### src/rtl/mem_access_stage_pkg.sv
// Shared definitions for the MEM pipeline stage: datapath width, control-bit
// positions within the EX/MEM control bundles, and the access FSM encoding.
package mem_access_stage_pkg;

  localparam int INTERNAL_BITS_DEF = 32;

  localparam int M_BRANCH    = 2;
  localparam int M_MEM_READ  = 1;
  localparam int M_MEM_WRITE = 0;

  localparam int WB_REG_WRITE  = 1;
  localparam int WB_MEM_TO_REG = 0;

  typedef enum logic {
    ST_IDLE   = 1'b0,
    ST_ACCESS = 1'b1
  } mem_state_e;

  function automatic logic is_misaligned(input logic [1:0] low_bits);
    return low_bits != 2'b00;
  endfunction

endpackage

### src/rtl/mem_access_stage_if.sv
// Data-memory request/response bus between the MEM stage (master) and the
// data memory (slave).
interface mem_access_stage_if
  import mem_access_stage_pkg::*;
#(
  parameter int WIDTH = INTERNAL_BITS_DEF
);

  logic             dmem_req;
  logic             dmem_we;
  logic [WIDTH-1:0] dmem_addr;
  logic [WIDTH-1:0] dmem_wdata;
  logic [WIDTH-1:0] dmem_rdata;
  logic             dmem_ack;

  modport master (
    output dmem_req, dmem_we, dmem_addr, dmem_wdata,
    input  dmem_rdata, dmem_ack
  );

  modport slave (
    input  dmem_req, dmem_we, dmem_addr, dmem_wdata,
    output dmem_rdata, dmem_ack
  );

endinterface

### src/rtl/mem_wait_timer.sv
// Counts ACCESS cycles spent waiting for a memory acknowledge; expired flags
// the last cycle the stage is willing to wait.
module mem_wait_timer #(
  parameter int LIMIT = 15
) (
  input  logic clk,
  input  logic rst,
  input  logic clear,
  input  logic enable,
  output logic expired
);

  localparam int CW = $clog2(LIMIT + 1);

  logic [CW-1:0] count;

  // Holds at the limit so a stray enable after expiry cannot wrap around.
  always_ff @(posedge clk) begin
    if (rst) begin
      count <= '0;
    end else if (clear) begin
      count <= '0;
    end else if (enable && !expired) begin
      count <= count + CW'(1);
    end
  end

  assign expired = (count == CW'(LIMIT - 1));

endmodule

### src/rtl/mem_access_stage.sv
// MEM pipeline stage: issues data-memory requests, stalls the front of the
// pipeline while waiting, and produces the registered MEM/WB bundle.
module mem_access_stage
  import mem_access_stage_pkg::*;
#(
  parameter int INTERNAL_BITS = INTERNAL_BITS_DEF,
  parameter int WAIT_LIMIT    = 15
) (
  input  logic                     clk,
  input  logic                     rst,
  input  logic [1:0]               WB_in,
  input  logic [2:0]               M_in,
  input  logic [INTERNAL_BITS-1:0] ALU_result_in,
  input  logic [INTERNAL_BITS-1:0] ALU_src2_in,
  input  logic                     ALU_zero_in,
  input  logic [INTERNAL_BITS-1:0] PC_in,
  input  logic [4:0]               REG_dst_in,
  mem_access_stage_if.master       dmem,
  output logic                     stall_out,
  output logic                     PCSrc_out,
  output logic [INTERNAL_BITS-1:0] PC_branch_out,
  output logic [1:0]               WB_out,
  output logic [INTERNAL_BITS-1:0] mem_data_out,
  output logic [INTERNAL_BITS-1:0] ALU_result_out,
  output logic [4:0]               REG_dst_out,
  output logic                     fault_out
);

  mem_state_e               state;
  logic [INTERNAL_BITS-1:0] addr_q;
  logic [INTERNAL_BITS-1:0] wdata_q;
  logic                     we_q;
  logic [1:0]               wb_q;
  logic [4:0]               reg_dst_q;

  logic mem_op;
  logic illegal;
  logic legal_mem;
  logic in_access;
  logic timer_expired;
  logic abort;

  assign mem_op    = M_in[M_MEM_READ] ^ M_in[M_MEM_WRITE];
  assign illegal   = (M_in[M_MEM_READ] & M_in[M_MEM_WRITE]) |
                     (mem_op & is_misaligned(ALU_result_in[1:0]));
  assign legal_mem = mem_op & ~illegal;
  assign in_access = (state == ST_ACCESS);

  // An acknowledge in the final wait cycle still counts as a completion.
  assign abort = in_access & ~dmem.dmem_ack & timer_expired;

  mem_wait_timer #(
    .LIMIT (WAIT_LIMIT)
  ) u_wait_timer (
    .clk     (clk),
    .rst     (rst),
    .clear   (~in_access & legal_mem),
    .enable  (in_access & ~dmem.dmem_ack),
    .expired (timer_expired)
  );

  assign stall_out = ~rst & ((~in_access & legal_mem) |
                             (in_access & ~dmem.dmem_ack & ~abort));

  assign PCSrc_out     = ~in_access & M_in[M_BRANCH] & ALU_zero_in;
  assign PC_branch_out = in_access ? '0 : PC_in;

  assign dmem.dmem_req   = in_access;
  assign dmem.dmem_we    = in_access & we_q;
  assign dmem.dmem_addr  = addr_q;
  assign dmem.dmem_wdata = wdata_q;

  // Stalled cycles push a bubble (WB_out = 0) into MEM/WB; data fields hold.
  always_ff @(posedge clk) begin
    if (rst) begin
      state          <= ST_IDLE;
      addr_q         <= '0;
      wdata_q        <= '0;
      we_q           <= 1'b0;
      wb_q           <= '0;
      reg_dst_q      <= '0;
      WB_out         <= '0;
      mem_data_out   <= '0;
      ALU_result_out <= '0;
      REG_dst_out    <= '0;
      fault_out      <= 1'b0;
    end else begin
      case (state)
        ST_IDLE: begin
          if (illegal) begin
            WB_out    <= '0;
            fault_out <= 1'b1;
          end else if (legal_mem) begin
            addr_q    <= ALU_result_in;
            wdata_q   <= ALU_src2_in;
            we_q      <= M_in[M_MEM_WRITE];
            wb_q      <= WB_in;
            reg_dst_q <= REG_dst_in;
            WB_out    <= '0;
            fault_out <= 1'b0;
            state     <= ST_ACCESS;
          end else begin
            WB_out         <= WB_in;
            ALU_result_out <= ALU_result_in;
            REG_dst_out    <= REG_dst_in;
            fault_out      <= 1'b0;
          end
        end
        ST_ACCESS: begin
          if (dmem.dmem_ack) begin
            WB_out         <= wb_q;
            ALU_result_out <= addr_q;
            REG_dst_out    <= reg_dst_q;
            if (!we_q) begin
              mem_data_out <= dmem.dmem_rdata;
            end
            fault_out      <= 1'b0;
            state          <= ST_IDLE;
          end else if (abort) begin
            WB_out    <= '0;
            fault_out <= 1'b1;
            state     <= ST_IDLE;
          end else begin
            WB_out    <= '0;
            fault_out <= 1'b0;
          end
        end
        default: begin
          state <= ST_IDLE;
        end
      endcase
    end
  end

endmodule

### src/flat_wrapper.sv
// flat-port wrapper written by rule: the top's interface ports become plain ports
module mem_access_stage_flat import mem_access_stage_pkg::*;
#(
  parameter int INTERNAL_BITS = INTERNAL_BITS_DEF,
  parameter int WAIT_LIMIT    = 15
)
  (clk, rst, WB_in, M_in, ALU_result_in, ALU_src2_in, ALU_zero_in, PC_in, REG_dst_in, stall_out, PCSrc_out, PC_branch_out, WB_out, mem_data_out, ALU_result_out, REG_dst_out, fault_out, dmem_dmem_req, dmem_dmem_we, dmem_dmem_addr, dmem_dmem_wdata, dmem_dmem_rdata, dmem_dmem_ack);
  mem_access_stage_if #(.WIDTH((32))) dmem_i ();
  input  logic clk;
  input  logic rst;
  input  logic [1:0] WB_in;
  input  logic [2:0] M_in;
  input  logic [INTERNAL_BITS-1:0] ALU_result_in;
  input  logic [INTERNAL_BITS-1:0] ALU_src2_in;
  input  logic ALU_zero_in;
  input  logic [INTERNAL_BITS-1:0] PC_in;
  input  logic [4:0] REG_dst_in;
  output logic stall_out;
  output logic PCSrc_out;
  output logic [INTERNAL_BITS-1:0] PC_branch_out;
  output logic [1:0] WB_out;
  output logic [INTERNAL_BITS-1:0] mem_data_out;
  output logic [INTERNAL_BITS-1:0] ALU_result_out;
  output logic [4:0] REG_dst_out;
  output logic fault_out;
  output wire logic [$bits(dmem_i.dmem_req)-1:0] dmem_dmem_req;
  output wire logic [$bits(dmem_i.dmem_we)-1:0] dmem_dmem_we;
  output wire logic [$bits(dmem_i.dmem_addr)-1:0] dmem_dmem_addr;
  output wire logic [$bits(dmem_i.dmem_wdata)-1:0] dmem_dmem_wdata;
  input wire logic [$bits(dmem_i.dmem_rdata)-1:0] dmem_dmem_rdata;
  input wire logic [$bits(dmem_i.dmem_ack)-1:0] dmem_dmem_ack;
  assign dmem_dmem_req = dmem_i.dmem_req;
  assign dmem_dmem_we = dmem_i.dmem_we;
  assign dmem_dmem_addr = dmem_i.dmem_addr;
  assign dmem_dmem_wdata = dmem_i.dmem_wdata;
  assign dmem_i.dmem_rdata = dmem_dmem_rdata;
  assign dmem_i.dmem_ack = dmem_dmem_ack;
  mem_access_stage #(.INTERNAL_BITS(INTERNAL_BITS), .WAIT_LIMIT(WAIT_LIMIT)) u_core (.clk(clk), .rst(rst), .WB_in(WB_in), .M_in(M_in), .ALU_result_in(ALU_result_in), .ALU_src2_in(ALU_src2_in), .ALU_zero_in(ALU_zero_in), .PC_in(PC_in), .REG_dst_in(REG_dst_in), .dmem(dmem_i), .stall_out(stall_out), .PCSrc_out(PCSrc_out), .PC_branch_out(PC_branch_out), .WB_out(WB_out), .mem_data_out(mem_data_out), .ALU_result_out(ALU_result_out), .REG_dst_out(REG_dst_out), .fault_out(fault_out));
endmodule
### config.mk
export PLATFORM = sky130hd
export DESIGN_NAME = mem_access_stage_flat
export DESIGN_NICKNAME = d
export VERILOG_FILES = /design/src/rtl/mem_access_stage_pkg.sv /design/src/rtl/mem_access_stage_if.sv /design/src/rtl/mem_wait_timer.sv /design/src/rtl/mem_access_stage.sv /design/src/flat_wrapper.sv
export SDC_FILE = /design/constraint.sdc
export NUM_CORES = 1
export LEC_CHECK = 0
export BUFFER_PORTS_ARGS = -buffer_cell sky130_fd_sc_hd__buf_2
export CAP_MARGIN = 20
export CORE_UTILIZATION = 43
export DETAILED_ROUTE_END_ITERATION = 8
export PLACE_DENSITY = 0.77
export SYNTH_ARGS = -nofsm -noshare
export SYNTH_HDL_FRONTEND = slang
export SYNTH_HIERARCHICAL = 1
export SYNTH_SLANG_ARGS = --single-unit
### constraint.sdc
create_clock -name clk -period 1.44 [get_ports clk]
set_clock_uncertainty 0.1 [all_clocks]
set_input_delay 0.072 -clock clk [delete_from_list [all_inputs] [get_ports clk]]
set_output_delay 0.072 -clock clk [all_outputs]
set_load 0.03 [all_outputs]
==> results.py, run 1 <==
metrics = {
    "power_and_ir_drop": {
        "p_seq_share_pct": 37.5,
        "irDropWorstVdd_mv": 0.897,
        "combPwrFrac_pct": 26.0,
        "powerDensity_mw_per_mm2": 963,
        "p_switching_mw": 3.67,
        "p_clk_share_pct": 36.5,
        "internal_power_mw": 8.39,
        "p_leak_nw": 5.49,
        "swShare_pct": 30.5,
    },
    "route": {
        "first_pass_iters": 5,
        "via_count": 7521,
        "drc": 0,
        "routed_wl_um": 29200,
        "vias_per_cell": 5.42,
        "wl_per_cell_um": 21.0,
        "drtAntennaViolNets": 0,
        "drt_iter0_markers": 484,
    },
    "timing": {
        "setup_ws_ps": -349,
        "worst_slew_pin_slew_ps": 865,
        "setup-violations-final": 181,
        "slew_viol_final": 0,
        "min_period_ps": 1790,
        "tns_ps": -21380,
        "fmax_mhz": 559,
        "timing.final.crit_share_pct": 124,
        "whs_ps": 30.5,
        "rsz0062_at_grt": "true",
        "final-hold-violation-count": 0,
        "maxSlewHeadroom_pct": 42.2,
    },
    "worst_setup_path": {
        "cp_slowest_cell": "dfxtp_4",
        "cp_top_family": "buffers and inverters",
        "path_class": "flop to flop",
        "critPathMaxStageDelay_ps": 430,
        "crit_fanout": 8,
        "reg2reg_to": "u_core/mem_data_out[21]$_SDFFE_PP0P_",
        "rr_startpoint": "u_core/dmem.dmem_req$_SDFF_PP0_",
        "crit_buf_inv": 3,
        "crit_required_ps": 1660,
        "arrival_ps": 2000,
        "startpoint_type": "flop",
        "rrSetupSlack_ps": -350,
        "worstRegToRegCells": 6,
        "startpoint": "u_core/dmem.dmem_req$_SDFF_PP0_",
        "path_cells": "buf_8, buf_6, and3b_2, clkbuf_16, nand2_4, a21oi_2",
        "endpoint_kind": "flop",
        "crit_path_end": "u_core/mem_data_out[21]$_SDFFE_PP0P_",
        "cp.depth": 6,
    },
    "synth": {
        "synth.area.mux_share_pct": 15.8,
        "synth-simple-area-share_pct": 24.7,
        "synth_xor_area_share_pct": 0,
        "syn_nets": 848,
        "syn_avg_cell_area_um2": 9.66,
        "ys_async_sr_fraction_pct": 0,
        "synth_compound_area_share_pct": 10.1,
        "yosysSeqAreaShare_pct": 43.9,
        "ys_types": 38,
        "synth_adder_area_share_pct": 0.553,
        "syn-instance-count": 703,
        "synth_area_mm2": 0.00679,
        "synth_seq_cells": 149,
        "synth_edf_count": 0,
        "synth_top_family_by_area": "simple AND/OR/NAND/NOR gates",
        "synth-main-ff-cell": "dfxtp_1",
        "yosysWarningCount": 6,
    },
    "floorplanning": {
        "rows": 45,
        "core_area_mm2": 0.0153,
        "die_x_um": 128,
        "start_util_pct": 44.3,
        "die_h_um": 128,
        "io_pins": 314,
        "die_area_mm2": 0.0163,
    },
    "status": {
        "violations": "negative setup slack",
        "status": "finished, violations left",
    },
    "clocking": {
        "clockRootBuffer": "clkbuf_16",
        "cts_tree": "done",
        "cts_sinks": 149,
        "htreeDepth": 4,
        "cts_made_buffers": 17,
        "path_clk_slew_ps": 70,
        "clock_latency_ps": 420,
        "clk_path_buf_depth": 2,
    },
    "cells_and_area": {
        "drive_gt1_share_pct": 52.8,
        "diodes": 0,
        "fillers": 801,
        "final_area_mm2": 0.0125,
        "final_nets": 1309,
        "syn2layout_area_growth_pct": 84.6,
    },
    "global_route": {
        "grt_pass1_vias": 6899,
        "grt_overflow_total": 0,
        "grt_usage_pct": 27.0,
        "grt_pass1_wl_um": 34300,
        "grt_max_degree": 42,
        "antenna_found_initial": 1,
    },
    "worst_hold_path": {
        "min_path_type": "primary input to flop",
    },
    "placed_design": {
        "place.gp.congestion": 0.762,
        "place_ws_ps": -132,
        "dp_hpwl_um": 12900,
        "portBuffers": 313,
        "placed_area_mm2": 0.00869,
    },
    "flow_run": {
        "drv_cap": 0,
    },
}
-- synth_stat cells, types with 2 or more instances --
cell type,count,area [um^2]
nor3b_2,2,25.0
nand3_1,2,10.0
a21oi_1,34,170
nor2_1,7,26.3
clkbuf_1,29,109
a211oi_2,30,375
a211oi_1,7,52.6
nor2b_1,34,213
a22oi_1,2,15.0
and2_1,2,12.5
mux2i_1,107,1070
nor3_1,37,185
dfxtp_1,149,2980
o21ai_0,2,10.0
buf_6,8,90.1
ha_1,3,37.5
o21ba_1,2,20.0
nand2b_1,141,882
buf_4,5,37.5
nand2_1,66,248
clkbuf_4,2,15.0
buf_2,16,80.1
-- flip-flops by register name (all words and copies together), names as in the netlist, 4 cells and up --
signal and cells:
u_core/ALU_result_out 32, u_core/REG_dst_out 5, u_core/dmem.dmem_addr 32, u_core/dmem.dmem_wdata 32
u_core/mem_data_out 32, u_core/reg_dst_q 5, u_core/u_wait_timer/count 4
-- power by group through the flow --
stage	Sequential, mW	Clock, mW	Combinational, mW
CTS	4.45	4.42	2.47
detailed placement	4.53	0	1.99
finish	4.52	4.40	3.14
global route	4.54	4.62	3.27
floorplan	4.91	0	0.942
global placement	4.53	0	1.96
-- placed cells by master (no fill, tap or decap), drive strengths merged, types with 3 or more instances in the layout --
cell type    instances
buf                381
dfxtp              149
nand2b             141
dlygate4sd3        110
mux2i              107
nand2               66
nor3                38
a211oi              37
a21oi               34
nor2b               34
clkbuf              29
clkinv               8
nor2                 8
inv                  4
ha                   3
nand3                3
-- metal layers --
metal	GRT usage (%)	vias up	share of wire, %
li1	-	3300	-
met5	0	-	0.045
met3	6.30	129	8.1
met2	50.1	465	51
met1	28.3	3625	35
met4	14.1	2	5.4
-- how the worst min path moves through the flow --
stage | startpoint | end | slack (ps) | cells after the start
6_report | rst | u_core/mem_data_out[4]$_SDFFE_PP0P_ | 30 | 3
5_1_grt | rst | u_core/mem_data_out[4]$_SDFFE_PP0P_ | 40 | 3
4_1_cts | rst | u_core/mem_data_out[11]$_SDFFE_PP0P_ | 3 | 3
3_5_place_dp | dmem_dmem_rdata[7] | u_core/mem_data_out[7]$_SDFFE_PP0P_ | 220 | 3
3_3_place_gp | dmem_dmem_rdata[31] | u_core/mem_data_out[31]$_SDFFE_PP0P_ | 210 | 3
2_1_floorplan | rst | u_core/u_wait_timer/count[2]$_SDFFE_PP0P_ | 50 | 1
-- cell families after synthesis --
kind of cell / Yosys count
compound gates: 82
fa+ha+maj: 3
buf+inv: 62
flops: 149
mux: 107
simple gates: 300
-- per-stage QoR --
step                      utilization [%]  std cells  total power, mW
after detailed placement             56.7       1198             6.53
after CTS                            71.9       1361             11.3
final                                81.8       1388             12.1
after global placement               56.7       1198             6.49
after floorplan                         -        703             5.86
after global routing                 81.8       1388             12.4
-- area by class of cell --
cell class / instances / area [um^2] / share of cell area [%]
well taps: 211 / 264 / 2.11
flip-flops and latches: 149 / 2990 / 23.9
clock inverters: 14 / 134 / 1.07
multi-input cells: 492 / 4550 / 36.3
clock buffers: 18 / 439 / 3.50
repair buffers: 502 / 4150 / 33.1
inverters: 2 / 10.0 / 0.0799
-- worst min-delay path, cell delays in order --
cell	delay, ps
buf_6	150
buf_12	180
a21oi_2	110
-- repair_timing --
item | 4_1_cts | 5_1_grt
setup endpoints to repair | 104 | 167
hold buffers | 110 | 0
resized for setup | 106 | 261
setup buffers | 13 | 19
hold endpoints to repair | 145 | 0
gates cloned | 8 | 13
pin swaps | 15 | 88
Power figures use the tool's default switching activity.
==> inputs of run 2 (changes only) <==
--- a/config.mk
+++ b/config.mk
@@ -10,6 +10,7 @@
 export CORE_UTILIZATION = 43
 export DETAILED_ROUTE_END_ITERATION = 8
 export PLACE_DENSITY = 0.77
+export SETUP_SLACK_MARGIN = 0.1
 export SYNTH_ARGS = -nofsm -noshare
 export SYNTH_HDL_FRONTEND = slang
 export SYNTH_HIERARCHICAL = 1
==> results.py, run 2 (same netlist as run 1, synthesis figures left out) <==
metrics = {
    "status": {
        "status": "finished, violations left",
        "violations": "negative setup slack",
    },
    "cells_and_area": {
        "multi_input_area_mm2": 0.00411,
        "fillers": 868,
        "regArea_mm2": 0.00299,
        "fin_util_pct": 80.4,
        "final_area_mm2": 0.0123,
        "syn2layout_area_growth_pct": 81.4,
        "drive_gt1_share_pct": 49.9,
        "final_common_cell": "buf_2",
        "final_cell_mix": "buf_2, dfxtp_1, nand2b_1",
        "instances_no_fill": 1393,
        "final_nets": 1313,
    },
    "global_route": {
        "grt_pass1_wl_um": 36000,
        "grt_overflow_total": 0,
        "use_met1_pct": 30.7,
        "busiest_layer": "met2",
        "met3_usage_pct": 7.43,
        "antenna_found_initial": 0,
        "grt_pass1_vias": 7092,
        "grt_usage_pct": 28.5,
        "grt_use_met2_pct": 51.0,
        "grt_max_degree": 73,
    },
    "worst_setup_path": {
        "cp_slowest_cell": "dfxtp_4",
        "path_class": "flop to flop",
        "rrSetupSlack_ps": -300,
        "endpoint_kind": "flop",
        "crit_fanout": 5,
        "arrival_ps": 1960,
        "crit_buf_inv": 5,
        "critPathMaxStageDelay_ps": 360,
        "startpoint_type": "flop",
        "crit_path_frequent_cell": "buf_4",
        "cp_top_family": "buffers and inverters",
        "path_cells": "buf_4, buf_4, nor3_4, buf_6, buf_12, buf_16, nor3_1, a211oi_2",
        "crit_required_ps": 1660,
    },
    "route": {
        "vias_per_cell": 5.41,
        "drc": 0,
        "first_pass_iters": 5,
        "routed_wl_um": 30100,
        "drt_iter0_markers": 592,
        "wl_per_cell_um": 21.6,
        "via_count": 7536,
        "drtAntennaViolNets": 0,
    },
    "timing": {
        "min_period_ps": 1740,
        "rsz0062_at_grt": "true",
        "setup-violations-final": 184,
        "timing.final.crit_share_pct": 121,
        "final-hold-violation-count": 0,
        "worst_slew_pin_slew_ps": 372,
        "maxSlewHeadroom_pct": 75.0,
        "fmax_mhz": 576,
        "setup_ws_ps": -297,
        "tns_ps": -25410,
        "slew_viol_final": 0,
    },
    "power_and_ir_drop": {
        "irDropWorstVdd_mv": 0.895,
        "powerDensity_mw_per_mm2": 1000,
        "p_leak_nw": 5.38,
        "finalPower_mw": 12.4,
    },
    "worst_hold_path": {
        "min_path_type": "primary input to flop",
    },
    "floorplanning": {
        "io_pins": 314,
        "start_util_pct": 44.3,
        "rows": 45,
        "core_area_mm2": 0.0153,
        "die_x_um": 128,
        "die_h_um": 128,
        "die_area_mm2": 0.0163,
    },
    "placed_design": {
        "portBuffers": 313,
        "dp_hpwl_um": 12400,
        "placed_area_mm2": 0.00873,
        "dp_cells": 1191,
        "place.gp.congestion": 0.766,
    },
    "clocking": {
        "path_clk_slew_ps": 70,
        "clockRootBuffer": "clkbuf_16",
        "cts_made_buffers": 17,
        "htreeDepth": 4,
        "cts_tree": "done",
        "clk_path_buf_depth": 2,
        "clock_latency_ps": 420,
        "cts_sinks": 149,
    },
    "flow_run": {
        "drv_cap": 0,
    },
}
[run 2: changes by cell type in the layout (fill, tap and decap cells not counted), sizes merged]
cell,previous run,this run
buf,381,384
bufbuf,0,1
bufinv,2,4
clkbuf,29,35
clkinv,8,4
diode,0,1
dlygate4sd3,110,106
[run 2: metrics by stage]
step,hold WS (ps),setup slack [ps]
after CTS,59.7,-223
after detailed placement,218,-108
after floorplan,45.5,-18.0
after global routing,102,-338
final,105,-297
after global placement,212,-44.8
[run 2: repair_timing]
item / 4_1_cts / 5_1_grt
buffers inserted: 23 / 16
pin swaps: 7 / 50
hold buffers: 106 / 0
endpoints found under the setup margin: 179 / 185
endpoints found under the hold margin: 147 / 0
gates cloned: 10 / 18
resized for setup: 118 / 149
[run 2: final timing paths]
path                                          startpoint                                     end  depth (start not counted)
hold / removal                             dmem_dmem_ack         u_core/dmem.dmem_req$_SDFF_PP0_                          4
hold reg to reg   u_core/dmem.dmem_wdata[7]$_SDFFE_PP0P_  u_core/dmem.dmem_wdata[7]$_SDFFE_PP0P_                          2
setup reg to reg         u_core/dmem.dmem_req$_SDFF_PP0_   u_core/ALU_result_out[0]$_SDFFE_PP0P_                          8
setup / recovery         u_core/dmem.dmem_req$_SDFF_PP0_   u_core/ALU_result_out[0]$_SDFFE_PP0P_                          8
[run 2: metal layers]
| metal | wire [um] | up-vias | share of wire (%) |
|---|---|---|---|
| met3 | 2530 | 147 | 8.4 |
| met1 | 10900 | 3576 | 36 |
| met2 | 14900 | 496 | 50 |
| li1 | - | 3317 | - |
| met5 | 0 | - | 0 |
| met4 | 1700 | 0 | 5.7 |
[run 2: where the power goes]
part	internal [mW]	switching, mW	leakage [nW]
Clock	2.96	1.87	0.301
Combinational	1.44	1.62	3.87
Sequential	4.33	0.141	1.22
Total	8.73	3.63	5.38
[run 2: layout make-up]
class | count | area share (%)
Tap cell | 211 | 2.14
Clock inverter | 12 | 1.43
Antenna cell | 1 | 0.0203
Clock buffer | 20 | 3.63
Multi-Input combinational cell | 492 | 33.4
Timing Repair Buffer | 506 | 35.0
Sequential cell | 149 | 24.3
Inverter | 2 | 0.0813
[run 2: worst register-to-register path, stage by stage, from the launching register on]
cell      delay (ps)
dfxtp_4          360
buf_4            140
buf_4            130
nor3_4           200
buf_6            200
buf_12           110
buf_16           110
nor3_1            50
a211oi_2         240
